**config.mk**
```make
export PLATFORM = sky130hd
export DESIGN_NAME = ls_req_arbiter_flat
export DESIGN_NICKNAME = d
export VERILOG_FILES = /design/src/rtl/ls_arb_pkg.sv /design/src/rtl/ls_req_arbiter_if.sv /design/src/rtl/ls_tag_fifo.sv /design/src/rtl/ls_req_arbiter.sv /design/src/flat_wrapper.sv
export SDC_FILE = /design/constraint.sdc
export NUM_CORES = 1
export LEC_CHECK = 0
export ABC_AREA = 1
export CORE_AREA = 2 2 107 109
export CTS_CLUSTER_SIZE = 10
export DETAILED_ROUTE_END_ITERATION = 7
export DIE_AREA = 0 0 109 111
export SLEW_MARGIN = 10
export SYNTH_ARGS = -nofsm -noshare
export SYNTH_HDL_FRONTEND = slang
export SYNTH_SLANG_ARGS = --single-unit
```
**constraint.sdc**
```tcl
create_clock -name clk -period 5 [get_ports clk]
set_input_delay 1 -clock clk [delete_from_list [all_inputs] [get_ports clk]]
set_output_delay 1 -clock clk [all_outputs]
set_load 0.02 [all_outputs]
```
**src/rtl/ls_arb_pkg.sv**
```systemverilog
// Shared types and constants for the two-master load/store request arbiter.
package ls_arb_pkg;

  localparam int NUM_MASTERS    = 2;
  localparam int DEF_ADDR_WIDTH = 32;
  localparam int DEF_DATA_WIDTH = 32;

  typedef logic [0:0] master_id_t;

  typedef struct packed {
    logic                      wr;
    logic [DEF_ADDR_WIDTH-1:0] addr;
    logic [DEF_DATA_WIDTH-1:0] wdata;
  } ls_req_t;

  typedef enum logic {
    ARB_OPEN   = 1'b0,
    ARB_LOCKED = 1'b1
  } arb_state_t;

  // Round-robin successor of a master index.
  function automatic master_id_t next_master(master_id_t id);
    return id + 1'b1;
  endfunction

endpackage

```
**src/rtl/ls_req_arbiter_if.sv**
```systemverilog
// Bundle of master-side and subsystem-side handshake signals around the arbiter.
// slave  : the arbiter's view
// master : the environment's view (masters plus load/store subsystem)
interface ls_req_arbiter_if
  import ls_arb_pkg::*;
#(
  parameter int ADDR_WIDTH = DEF_ADDR_WIDTH,
  parameter int DATA_WIDTH = DEF_DATA_WIDTH
);
  logic [NUM_MASTERS-1:0]            m_req_valid;
  logic [NUM_MASTERS-1:0]            m_req_ready;
  logic [NUM_MASTERS-1:0]            m_req_wr;
  logic [NUM_MASTERS*ADDR_WIDTH-1:0] m_req_addr;
  logic [NUM_MASTERS*DATA_WIDTH-1:0] m_req_wdata;
  logic [NUM_MASTERS-1:0]            m_resp_valid;
  logic [NUM_MASTERS-1:0]            m_resp_ready;
  logic [DATA_WIDTH-1:0]             m_resp_rdata;
  logic                              m_resp_error;
  logic                              s_req_valid;
  logic                              s_req_ready;
  logic                              s_req_wr;
  logic [ADDR_WIDTH-1:0]             s_req_addr;
  logic [DATA_WIDTH-1:0]             s_req_wdata;
  logic                              s_resp_valid;
  logic                              s_resp_ready;
  logic [DATA_WIDTH-1:0]             s_resp_rdata;
  logic                              s_resp_error;
  logic                              orphan_err;

  modport slave (
    input  m_req_valid, m_req_wr, m_req_addr, m_req_wdata, m_resp_ready,
    input  s_req_ready, s_resp_valid, s_resp_rdata, s_resp_error,
    output m_req_ready, m_resp_valid, m_resp_rdata, m_resp_error,
    output s_req_valid, s_req_wr, s_req_addr, s_req_wdata, s_resp_ready,
    output orphan_err
  );

  modport master (
    output m_req_valid, m_req_wr, m_req_addr, m_req_wdata, m_resp_ready,
    output s_req_ready, s_resp_valid, s_resp_rdata, s_resp_error,
    input  m_req_ready, m_resp_valid, m_resp_rdata, m_resp_error,
    input  s_req_valid, s_req_wr, s_req_addr, s_req_wdata, s_resp_ready,
    input  orphan_err
  );
endinterface

```
**src/rtl/ls_tag_fifo.sv**
```systemverilog
// Small synchronous FIFO holding the issuing-master tag of each outstanding request.
module ls_tag_fifo #(
  parameter int WIDTH = 1,
  parameter int DEPTH = 4
) (
  input  logic                       clk,
  input  logic                       rst_n,
  input  logic                       push,
  input  logic [WIDTH-1:0]           wdata,
  input  logic                       pop,
  output logic [WIDTH-1:0]           rdata,
  output logic [$clog2(DEPTH):0]     count,
  output logic                       full,
  output logic                       empty
);
  localparam int PTR_W = $clog2(DEPTH);
  localparam int CNT_W = PTR_W + 1;

  logic [WIDTH-1:0] mem_q [DEPTH];
  logic [WIDTH-1:0] mem_d [DEPTH];
  logic [PTR_W-1:0] wr_ptr_q, wr_ptr_d;
  logic [PTR_W-1:0] rd_ptr_q, rd_ptr_d;
  logic [CNT_W-1:0] count_q, count_d;

  // Pointer/count update; pointers wrap naturally since DEPTH is a power of two.
  always_comb begin
    mem_d    = mem_q;
    wr_ptr_d = wr_ptr_q;
    rd_ptr_d = rd_ptr_q;
    count_d  = count_q;
    if (push) begin
      mem_d[wr_ptr_q] = wdata;
      wr_ptr_d        = wr_ptr_q + PTR_W'(1);
    end
    if (pop) begin
      rd_ptr_d = rd_ptr_q + PTR_W'(1);
    end
    if (push && !pop) begin
      count_d = count_q + CNT_W'(1);
    end else if (pop && !push) begin
      count_d = count_q - CNT_W'(1);
    end
  end

  // Storage and pointer registers.
  always_ff @(posedge clk) begin
    if (!rst_n) begin
      mem_q    <= '{default: '0};
      wr_ptr_q <= '0;
      rd_ptr_q <= '0;
      count_q  <= '0;
    end else begin
      mem_q    <= mem_d;
      wr_ptr_q <= wr_ptr_d;
      rd_ptr_q <= rd_ptr_d;
      count_q  <= count_d;
    end
  end

  assign rdata = mem_q[rd_ptr_q];
  assign count = count_q;
  assign full  = (count_q == CNT_W'(DEPTH));
  assign empty = (count_q == '0);

endmodule

```
**src/rtl/ls_req_arbiter.sv**
```systemverilog
// Two-master round-robin arbiter in front of the load/store subsystem.
// Zero added latency on request and response paths; responses are steered
// back using the in-order tag FIFO.
//
// state      | meaning
// ARB_OPEN   | grant chosen round-robin from rr_ptr each cycle
// ARB_LOCKED | a request is stalled downstream; grant held at lock_idx
module ls_req_arbiter
  import ls_arb_pkg::*;
#(
  parameter int ADDR_WIDTH      = DEF_ADDR_WIDTH,
  parameter int DATA_WIDTH      = DEF_DATA_WIDTH,
  parameter int MAX_OUTSTANDING = 4
) (
  input logic             clk,
  input logic             rst_n,
  ls_req_arbiter_if.slave bus
);
  localparam int CNT_W = $clog2(MAX_OUTSTANDING) + 1;

  arb_state_t state_q, state_d;
  master_id_t lock_idx_q, lock_idx_d;
  master_id_t rr_ptr_q, rr_ptr_d;
  logic       orphan_q, orphan_d;

  master_id_t             grant;
  logic                   has_grant;
  logic                   can_issue;
  logic                   req_fire;
  logic                   tag_push;
  logic                   tag_pop;
  master_id_t             head_tag;
  logic [CNT_W-1:0]       tag_count;
  logic                   tag_full;
  logic                   tag_empty;
  logic [NUM_MASTERS-1:0] req_ready;
  logic [NUM_MASTERS-1:0] resp_valid;
  logic                   resp_ready;

  // A pop in the same cycle never makes room for a push.
  assign can_issue = (tag_count < CNT_W'(MAX_OUTSTANDING));

  // Grant selection: held master while locked, else first valid from rr_ptr.
  always_comb begin
    has_grant = 1'b0;
    grant     = rr_ptr_q;
    if (state_q == ARB_LOCKED) begin
      has_grant = 1'b1;
      grant     = lock_idx_q;
    end else if (bus.m_req_valid[rr_ptr_q]) begin
      has_grant = 1'b1;
      grant     = rr_ptr_q;
    end else if (bus.m_req_valid[next_master(rr_ptr_q)]) begin
      has_grant = 1'b1;
      grant     = next_master(rr_ptr_q);
    end
  end

  assign bus.s_req_valid = has_grant & can_issue & bus.m_req_valid[grant];
  assign bus.s_req_wr    = has_grant & bus.m_req_wr[grant];
  assign bus.s_req_addr  = has_grant ? bus.m_req_addr[int'(grant)*ADDR_WIDTH +: ADDR_WIDTH] : '0;
  assign bus.s_req_wdata = has_grant ? bus.m_req_wdata[int'(grant)*DATA_WIDTH +: DATA_WIDTH] : '0;
  assign req_fire        = bus.s_req_valid & bus.s_req_ready;
  assign tag_push        = req_fire & ~tag_full;

  // Per-master accept goes only to the granted master.
  always_comb begin
    req_ready = '0;
    if (has_grant && can_issue && bus.s_req_ready) begin
      req_ready[grant] = 1'b1;
    end
  end
  assign bus.m_req_ready = req_ready;

  // Lock / round-robin next state.
  always_comb begin
    state_d    = state_q;
    lock_idx_d = lock_idx_q;
    rr_ptr_d   = rr_ptr_q;
    if (req_fire) begin
      state_d  = ARB_OPEN;
      rr_ptr_d = next_master(grant);
    end else if (bus.s_req_valid) begin
      state_d    = ARB_LOCKED;
      lock_idx_d = grant;
    end
  end

  // Response steering by head tag; with no tag, accept and flag as orphan.
  always_comb begin
    resp_valid = '0;
    resp_ready = 1'b1;
    tag_pop    = 1'b0;
    orphan_d   = orphan_q;
    if (!tag_empty) begin
      resp_valid[head_tag] = bus.s_resp_valid;
      resp_ready           = bus.m_resp_ready[head_tag];
      tag_pop              = bus.s_resp_valid & bus.m_resp_ready[head_tag];
    end else if (bus.s_resp_valid) begin
      orphan_d = 1'b1;
    end
  end

  assign bus.m_resp_valid = resp_valid;
  assign bus.s_resp_ready = resp_ready;
  assign bus.m_resp_rdata = bus.s_resp_rdata;
  assign bus.m_resp_error = bus.s_resp_error;
  assign bus.orphan_err   = orphan_q;

  // Arbiter state registers.
  always_ff @(posedge clk) begin
    if (!rst_n) begin
      state_q    <= ARB_OPEN;
      lock_idx_q <= '0;
      rr_ptr_q   <= '0;
      orphan_q   <= 1'b0;
    end else begin
      state_q    <= state_d;
      lock_idx_q <= lock_idx_d;
      rr_ptr_q   <= rr_ptr_d;
      orphan_q   <= orphan_d;
    end
  end

  ls_tag_fifo #(
    .WIDTH(1),
    .DEPTH(MAX_OUTSTANDING)
  ) u_tag_fifo (
    .clk  (clk),
    .rst_n(rst_n),
    .push (tag_push),
    .wdata(grant),
    .pop  (tag_pop),
    .rdata(head_tag),
    .count(tag_count),
    .full (tag_full),
    .empty(tag_empty)
  );

endmodule

```
**src/flat_wrapper.sv**
```systemverilog
// flat-port wrapper written by rule: the top's interface ports become plain ports
module ls_req_arbiter_flat import ls_arb_pkg::*;
#(
  parameter int ADDR_WIDTH      = DEF_ADDR_WIDTH,
  parameter int DATA_WIDTH      = DEF_DATA_WIDTH,
  parameter int MAX_OUTSTANDING = 4
)
  (clk, rst_n, bus_m_req_valid, bus_m_req_wr, bus_m_req_addr, bus_m_req_wdata, bus_m_resp_ready, bus_s_req_ready, bus_s_resp_valid, bus_s_resp_rdata, bus_s_resp_error, bus_m_req_ready, bus_m_resp_valid, bus_m_resp_rdata, bus_m_resp_error, bus_s_req_valid, bus_s_req_wr, bus_s_req_addr, bus_s_req_wdata, bus_s_resp_ready, bus_orphan_err);
  ls_req_arbiter_if #(.ADDR_WIDTH(ADDR_WIDTH), .DATA_WIDTH(DATA_WIDTH)) bus_i ();
  input logic clk;
  input logic rst_n;
  input wire logic [$bits(bus_i.m_req_valid)-1:0] bus_m_req_valid;
  input wire logic [$bits(bus_i.m_req_wr)-1:0] bus_m_req_wr;
  input wire logic [$bits(bus_i.m_req_addr)-1:0] bus_m_req_addr;
  input wire logic [$bits(bus_i.m_req_wdata)-1:0] bus_m_req_wdata;
  input wire logic [$bits(bus_i.m_resp_ready)-1:0] bus_m_resp_ready;
  input wire logic [$bits(bus_i.s_req_ready)-1:0] bus_s_req_ready;
  input wire logic [$bits(bus_i.s_resp_valid)-1:0] bus_s_resp_valid;
  input wire logic [$bits(bus_i.s_resp_rdata)-1:0] bus_s_resp_rdata;
  input wire logic [$bits(bus_i.s_resp_error)-1:0] bus_s_resp_error;
  output wire logic [$bits(bus_i.m_req_ready)-1:0] bus_m_req_ready;
  output wire logic [$bits(bus_i.m_resp_valid)-1:0] bus_m_resp_valid;
  output wire logic [$bits(bus_i.m_resp_rdata)-1:0] bus_m_resp_rdata;
  output wire logic [$bits(bus_i.m_resp_error)-1:0] bus_m_resp_error;
  output wire logic [$bits(bus_i.s_req_valid)-1:0] bus_s_req_valid;
  output wire logic [$bits(bus_i.s_req_wr)-1:0] bus_s_req_wr;
  output wire logic [$bits(bus_i.s_req_addr)-1:0] bus_s_req_addr;
  output wire logic [$bits(bus_i.s_req_wdata)-1:0] bus_s_req_wdata;
  output wire logic [$bits(bus_i.s_resp_ready)-1:0] bus_s_resp_ready;
  output wire logic [$bits(bus_i.orphan_err)-1:0] bus_orphan_err;
  assign bus_i.m_req_valid = bus_m_req_valid;
  assign bus_i.m_req_wr = bus_m_req_wr;
  assign bus_i.m_req_addr = bus_m_req_addr;
  assign bus_i.m_req_wdata = bus_m_req_wdata;
  assign bus_i.m_resp_ready = bus_m_resp_ready;
  assign bus_i.s_req_ready = bus_s_req_ready;
  assign bus_i.s_resp_valid = bus_s_resp_valid;
  assign bus_i.s_resp_rdata = bus_s_resp_rdata;
  assign bus_i.s_resp_error = bus_s_resp_error;
  assign bus_m_req_ready = bus_i.m_req_ready;
  assign bus_m_resp_valid = bus_i.m_resp_valid;
  assign bus_m_resp_rdata = bus_i.m_resp_rdata;
  assign bus_m_resp_error = bus_i.m_resp_error;
  assign bus_s_req_valid = bus_i.s_req_valid;
  assign bus_s_req_wr = bus_i.s_req_wr;
  assign bus_s_req_addr = bus_i.s_req_addr;
  assign bus_s_req_wdata = bus_i.s_req_wdata;
  assign bus_s_resp_ready = bus_i.s_resp_ready;
  assign bus_orphan_err = bus_i.orphan_err;
  ls_req_arbiter #(.ADDR_WIDTH(ADDR_WIDTH), .DATA_WIDTH(DATA_WIDTH), .MAX_OUTSTANDING(MAX_OUTSTANDING)) u_core (.clk(clk), .rst_n(rst_n), .bus(bus_i));
endmodule
```
# --- Word level (Yosys, flattened, before mapping) ---
# Index checks and enable logic that the tools add are counted.
# Widths: inputs -> output; s select.
classes:
  n_eq_ne: 1
  n_bitwise: 12
  n_shift: 2
  reduce_logical: 14
  order_cmp: 10
  n_mux: 34
  add_sub_neg: 6
ops:
  columns: ["op", "count"]
  rows:
  - ["$shiftx 64x7->32", 2]
  - ["$mux 32", 2]
  - ["$mux 1", 23]
  - ["$lt 1x2->1 const B", 4]
  - ["$logic_and 1x1->1", 7]
  - ["$and 1x1->1", 6]
  - ["$ge 3x3->1 const B", 2]
  - ["$mux 3", 2]
  - ["$not 2->3", 2]
  - ["$add 2x1->2 const B", 2]
  - ["$bwmux 4", 1]
  - ["$mux 2", 2]
  - ["$reduce_and 2->1", 2]
  - ["$add 3x1->3 const B", 1]
  - ["$eq 3x3->1 const B", 1]
  - ["$logic_not 3->1", 1]
  - ["$lt 3x1->1 const B", 1]
  - ["$lt 3x3->1 const B", 1]
  - ["$not 1->1", 3]
  - ["$sub 3x1->3 const B", 1]
  - ["$add 1x1->1 const B", 2]
  - ["$and 2x2->2", 1]
  - ["$bmux 1 s2", 1]
  - ["$demux 1 s1", 2]
  - ["5 further kinds", 7]
word_totals:
  input_bits: 171
  register_bits: 15
  wordCells: 90

# --- Longest topological paths before layout ---
depth:
  ltp_word: 15
  mapped_depth: 15
  ltp_nobuf: 15

# --- By module ---
# A second synthesis with hierarchy kept.
hier_totals:
  hier_cells: 378
  hier_area_um2: 2053.2
modules_own_cells:
  columns: ["mod", "area_per_inst_um2", "seq_area_each_um2", "n_inst", "cells_each"]
  rows:
  - ["ls_req_arbiter", 1487.7, 80.1, 1, 304]
  - ["ls_tag_fifo", 565.5, 220.2, 1, 74]

# --- Worst setup path after synthesis ---
# No wires, ideal clock.
synth_path:
  kind: "in2out"
  from: "input bus_m_req_valid[0]"
  to: "output bus_s_req_addr[0]"
  slack_ns: 2.023
  arrival_ns: 1.977
  required_time_ns: 4.000
  stages: 7
  path_buffers: 2
  cell_sequence: "a21oi_1 nand2_2 nand2_4 buf_6 buf_2 o21ai_0 nor2_1"
synth_via:
  elab_chain_len: 7
  word_cells_on_any_way: 12
synth_rtl:
  columns: ["element", "line", "text"]
  rows:
  - ["start: declaration", "flat_wrapper.sv:12", "input wire logic [$bits(bus_i.m_req_valid)-1:0] bus_m_req_valid;"]
  - ["$mux 1 (not written as such) (2 in a row)", "ls_req_arbiter.sv:53", "end else if (bus.m_req_valid[next_master(rr_ptr_q)]) begin"]
  - ["$mux 1", "ls_req_arbiter.sv:53", null]
  - ["$mux 1", "ls_req_arbiter.sv:50", "end else if (bus.m_req_valid[rr_ptr_q]) begin"]
  - ["$mux 1", "ls_req_arbiter.sv:47", "if (state_q == ARB_LOCKED) begin"]
  - ["$shiftx 64x7->32", "ls_req_arbiter.sv:61", "assign bus.s_req_addr = has_grant ? bus.m_req_addr[int'(grant)*ADDR_WIDTH +: ADDR_WIDTH] : '0;"]
  - ["$mux 32 *", "ls_req_arbiter.sv:61", null]
  - ["end: declaration", "flat_wrapper.sv:27", "output wire logic [$bits(bus_i.s_req_addr)-1:0] bus_s_req_addr;"]
# Mark *: on every way between the ends. The rest lies on a longest branch, timed or not. The select of a mux whose other input is x is not followed.

# --- Worst setup path in the final report ---
layout_path:
  from: "input bus_m_req_valid[0]"
  to: "output bus_s_req_wdata[1]"
layout_via:
  elab_chain_len: 7
  word_cells_on_any_way: 12
layout_rtl:
  columns: ["element", "line", "text"]
  rows:
  - ["$mux 1 (not written as such) (2 in a row)", "ls_req_arbiter.sv:53", null]
  - ["$mux 1", "ls_req_arbiter.sv:53", null]
  - ["$mux 1", "ls_req_arbiter.sv:50", null]
  - ["$mux 1", "ls_req_arbiter.sv:47", null]
  - ["$shiftx 64x7->32", "ls_req_arbiter.sv:62", "assign bus.s_req_wdata = has_grant ? bus.m_req_wdata[int'(grant)*DATA_WIDTH +: DATA_WIDTH] : '0;"]
  - ["$mux 32 *", "ls_req_arbiter.sv:62", null]
  - ["end: declaration", "flat_wrapper.sv:28", "output wire logic [$bits(bus_i.s_req_wdata)-1:0] bus_s_req_wdata;"]
# Marks and branches as above.

==> metrics.txt <==
Critical Path Source Type=input pin; period utilization=between 80% and 90%; pwr/cell area=273.3 mW/mm2; highest routed layer=met5; min-delay worst type=reg -> reg; CTS tree=built; CTS sink count=15; core box area=about 0.011 mm2; die area=~0.012 mm2; routed vias/inst=around 4.4; num ports=about 280; crit-path max cell delay=around 630 ps; dpl hpwl=8790 um; Syn-to-layout area delta=97.61%; first-pass GRT wire length=between 15000 and 20000 um; WS Path Type=in -> out; worst path required time=around 4000 ps; Mapped Area=about 0.0021 mm2; via count=just over 3000; Synth Register Bits=15; R2R Setup Slk=roughly 2500 ps; hold depth=2; vias in the first global route=between 2000 and 3000; worst-margin pin slew=a little under 400 ps; DRT antenna net count=0; share of cells above drive strength 1=between 3 and 4%; fin crit period=between 4000 and 5000 ps; outcome=completed; FF-to-FF End=u_core.u_tag_fifo.count[2]$_SDFFE_PN0P_; clock latency at the later pin of the worst-skew pair=around 240 ps; Hold Path Origin=u_core.bus.orphan_err$_SDFFE_PN0P_; FILL cells=between 1000 and 1500; footprint of the multi-input gates=around 0.0013 mm2; Setup crit end kind=output port; CP max stage cell=clkdlybuf4s50_1; Remaining Overflow, GRT=0; Port Buf Inserts=209; Netlist cell types=24; DR WL met3=1448 um; depth of the most critical reg-to-reg path=13; Die H=roughly 110 um; post-DR wirelength/cell=roughly 16 um; Critical Path Most Common Cell=clkdlybuf4s50_1; drt drc=0; Syn Inst Count=just under 400; syn nets=roughly 570; Sequential Area=approximately 300 um2; Bufs on Longest Clock Path=2; slew margin rel.=around three quarters; ANT cells=0; VDD IR max=between 0.00015 and 0.0002 V; met1 wire length=between 4000 and 5000 um; final hold vios=0; number of max-cap violations=0; final setup violation count=0; Max Freq=around 230 MHz; Ys Warns=0; CTS H-tree depth=1; Setup Buffers After CTS=0; Root Buffer=clkbuf_16; GRT Util Overall=between 10% and 20%; Rows=39; Met2 Routed Length=roughly 5100 um; CTS hold repair buffers=0; iteration count of the initial detailed-routing pass=4; violation count after the first detailed-routing iteration=around 170; Total Power=between 0.001 and 0.0015 W; Layout Nets=728; CP Max Fanout=40; Setup TNS=0 ps; worst-path cell chain=clkdlybuf4s50_1 -> a21oi_1 -> nand2_2 -> nand2_4 -> buf_4 -> o21ai_0 -> nor2_1 -> clkdlybuf4s50_1; post-CTS sizing=0; worst clock skew=2.295 ps; DIE WIDTH=roughly 110 um; RSZ-0062 raised after global routing=no; initial antenna violation count=1; Routability Congestion=about 0.84; standby leakage power=~1.7 nW; final WL=between 10000 and 15000 um; crit path DAT=between 3000 and 4000 ps; starting density of the core=18.89%; Final Max Slew Viols=0; Clock transition at path regs=about 50 ps; largest net degree at the start of global routing=54; worst hold path endpoint=u_core.bus.orphan_err$_SDFFE_PN0P_; Syn Area/Cell=between 5 and 6 um2; sequential-to-total area share from yosys stat=about 14%; CTS Buf Count=3; FF-to-FF Start=u_core.state_q$_SDFFE_PP0N_
## Yosys cell counts
cell type | number | area [um2]
a21oi_1 | 11 | 55.05
buf_2 | 10 | 50.05
buf_4 | 35 | 262.8
buf_6 | 1 | 11.26
clkbuf_1 | 9 | 33.78
dfxtp_1 | 15 | 300.3
fa_1 | 1 | 20.02
ha_1 | 5 | 62.56
inv_1 | 27 | 101.4
inv_2 | 3 | 11.26
nand2_1 | 33 | 123.9
nand2_2 | 2 | 12.51
nand2_4 | 1 | 11.26
nand3_1 | 7 | 35.03
nand3_2 | 2 | 20.02
nand3b_1 | 1 | 7.510
nand4_1 | 10 | 62.56
nor2_1 | 141 | 529.3
nor2_4 | 1 | 11.26
nor3_1 | 1 | 5.000
o21ai_0 | 62 | 310.3
o21ai_1 | 8 | 40.04
or2_2 | 1 | 6.260
xor2_1 | 1 | 8.760
## layer usage
layer / global-route usage [%] / vias up
met2: 28.82 / 156
met1: 19.51 / 1352
met4: 3.846 / 2
met3: 6.761 / 15
li1: - / 1524
met5: 0 / -
## worst max-delay path: cells and delay by family
family,cells,cell delay (ps)
and+or+nand+nor,3,460
AOI/OAI and AO/OA,2,380
buffers and inverters,3,1520
## registers in the layout, summed over array words and instances, names as in the netlist
signal,flops
u_core.u_tag_fifo.wr_ptr_q,2
u_core.u_tag_fifo.mem_q,4
u_core.rr_ptr_q,1
u_core.u_tag_fifo.rd_ptr_q,2
u_core.bus.orphan_err,1
u_core.u_tag_fifo.count,3
u_core.state_q,1
u_core.lock_idx_q,1
## kinds of logic (layout without fill, tap and decap cells)
group	Yosys count	in the layout	share of synthesized area [%]
and+or+nand+nor	200	200	39.41
AOI/OAI and AO/OA	81	81	19.38
DFF	15	15	14.35
buffers and inverters	85	247	22.49
adders and majority gates	6	6	3.947
xor gates and xnor gates	1	1	0.4187
## layout make-up
type | instances | area share (%)
repair buffers | 213 | 51.82
flip-flops and latches | 15 | 7.264
clock buffers | 4 | 1.907
multi-input cells | 288 | 31.96
well taps | 143 | 4.328
inverters | 30 | 2.724
## per-stage QoR
stage / hold WS, ps / instance area [um2] / cells / setup slack (ps) / utilization (%)
6_report: 457.6 / 4134 / 693 / 623.8 / 37.32
5_1_grt: 500.2 / 4134 / 693 / 380.8 / 37.32
4_1_cts: 467.9 / 4134 / 693 / 590.2 / 37.32
3_5_place_dp: 460.4 / 4055 / 689 / 600.0 / 36.61
3_3_place_gp: 440.5 / 4055 / 689 / 617.5 / 36.61
2_1_floorplan: 450.8 / 2092 / 388 / 2023 / -
## power by group
part           switching (W)  internal, W  total (W)
clock              0.0000480     0.000108   0.000156
combinational       0.000439     0.000378   0.000817
sequential         0.0000166     0.000140   0.000157
total               0.000503     0.000626    0.00113
## worst max-delay path by stage
stage                                   from                 end  slack, ps  cells past startpoint
after floorplan           bus_m_req_valid[0]   bus_s_req_addr[0]       2020                      7
after global placement    bus_m_req_valid[0]   bus_s_req_addr[3]        620                     11
after detailed placement  bus_m_req_valid[0]  bus_s_req_wdata[1]        600                      8
after CTS                 bus_m_req_valid[0]  bus_s_req_addr[31]        590                     11
after global routing      bus_m_req_valid[0]  bus_s_req_addr[31]        380                     11
final                     bus_m_req_valid[0]  bus_s_req_wdata[1]        620                      8
## cell usage in the layout, fill, tap and decap left out
| master | synthesis | layout |
|---|---|---|
| a21oi_1 | 11 | 11 |
| buf_12 | 0 | 2 |
| buf_4 | 35 | 4 |
| clkbuf_1 | 9 | 1 |
| clkbuf_16 | 0 | 3 |
| clkdlybuf4s50_1 | 0 | 207 |
| dfxtp_1 | 15 | 15 |
| fa_1 | 1 | 1 |
| ha_1 | 5 | 5 |
| inv_1 | 27 | 27 |
| inv_2 | 3 | 3 |
| nand2_1 | 33 | 33 |
| nand2_2 | 2 | 2 |
| nand2_4 | 1 | 1 |
| nand3_1 | 7 | 7 |
| nand3_2 | 2 | 2 |
| nand3b_1 | 1 | 1 |
| nand4_1 | 10 | 10 |
| nor2_1 | 141 | 141 |
| nor2_4 | 1 | 1 |
| nor3_1 | 1 | 1 |
| o21ai_0 | 62 | 62 |
| o21ai_1 | 8 | 8 |
| or2_2 | 1 | 1 |
| xor2_1 | 1 | 1 |
No activity file was read; power rests on OpenSTA's default activity.
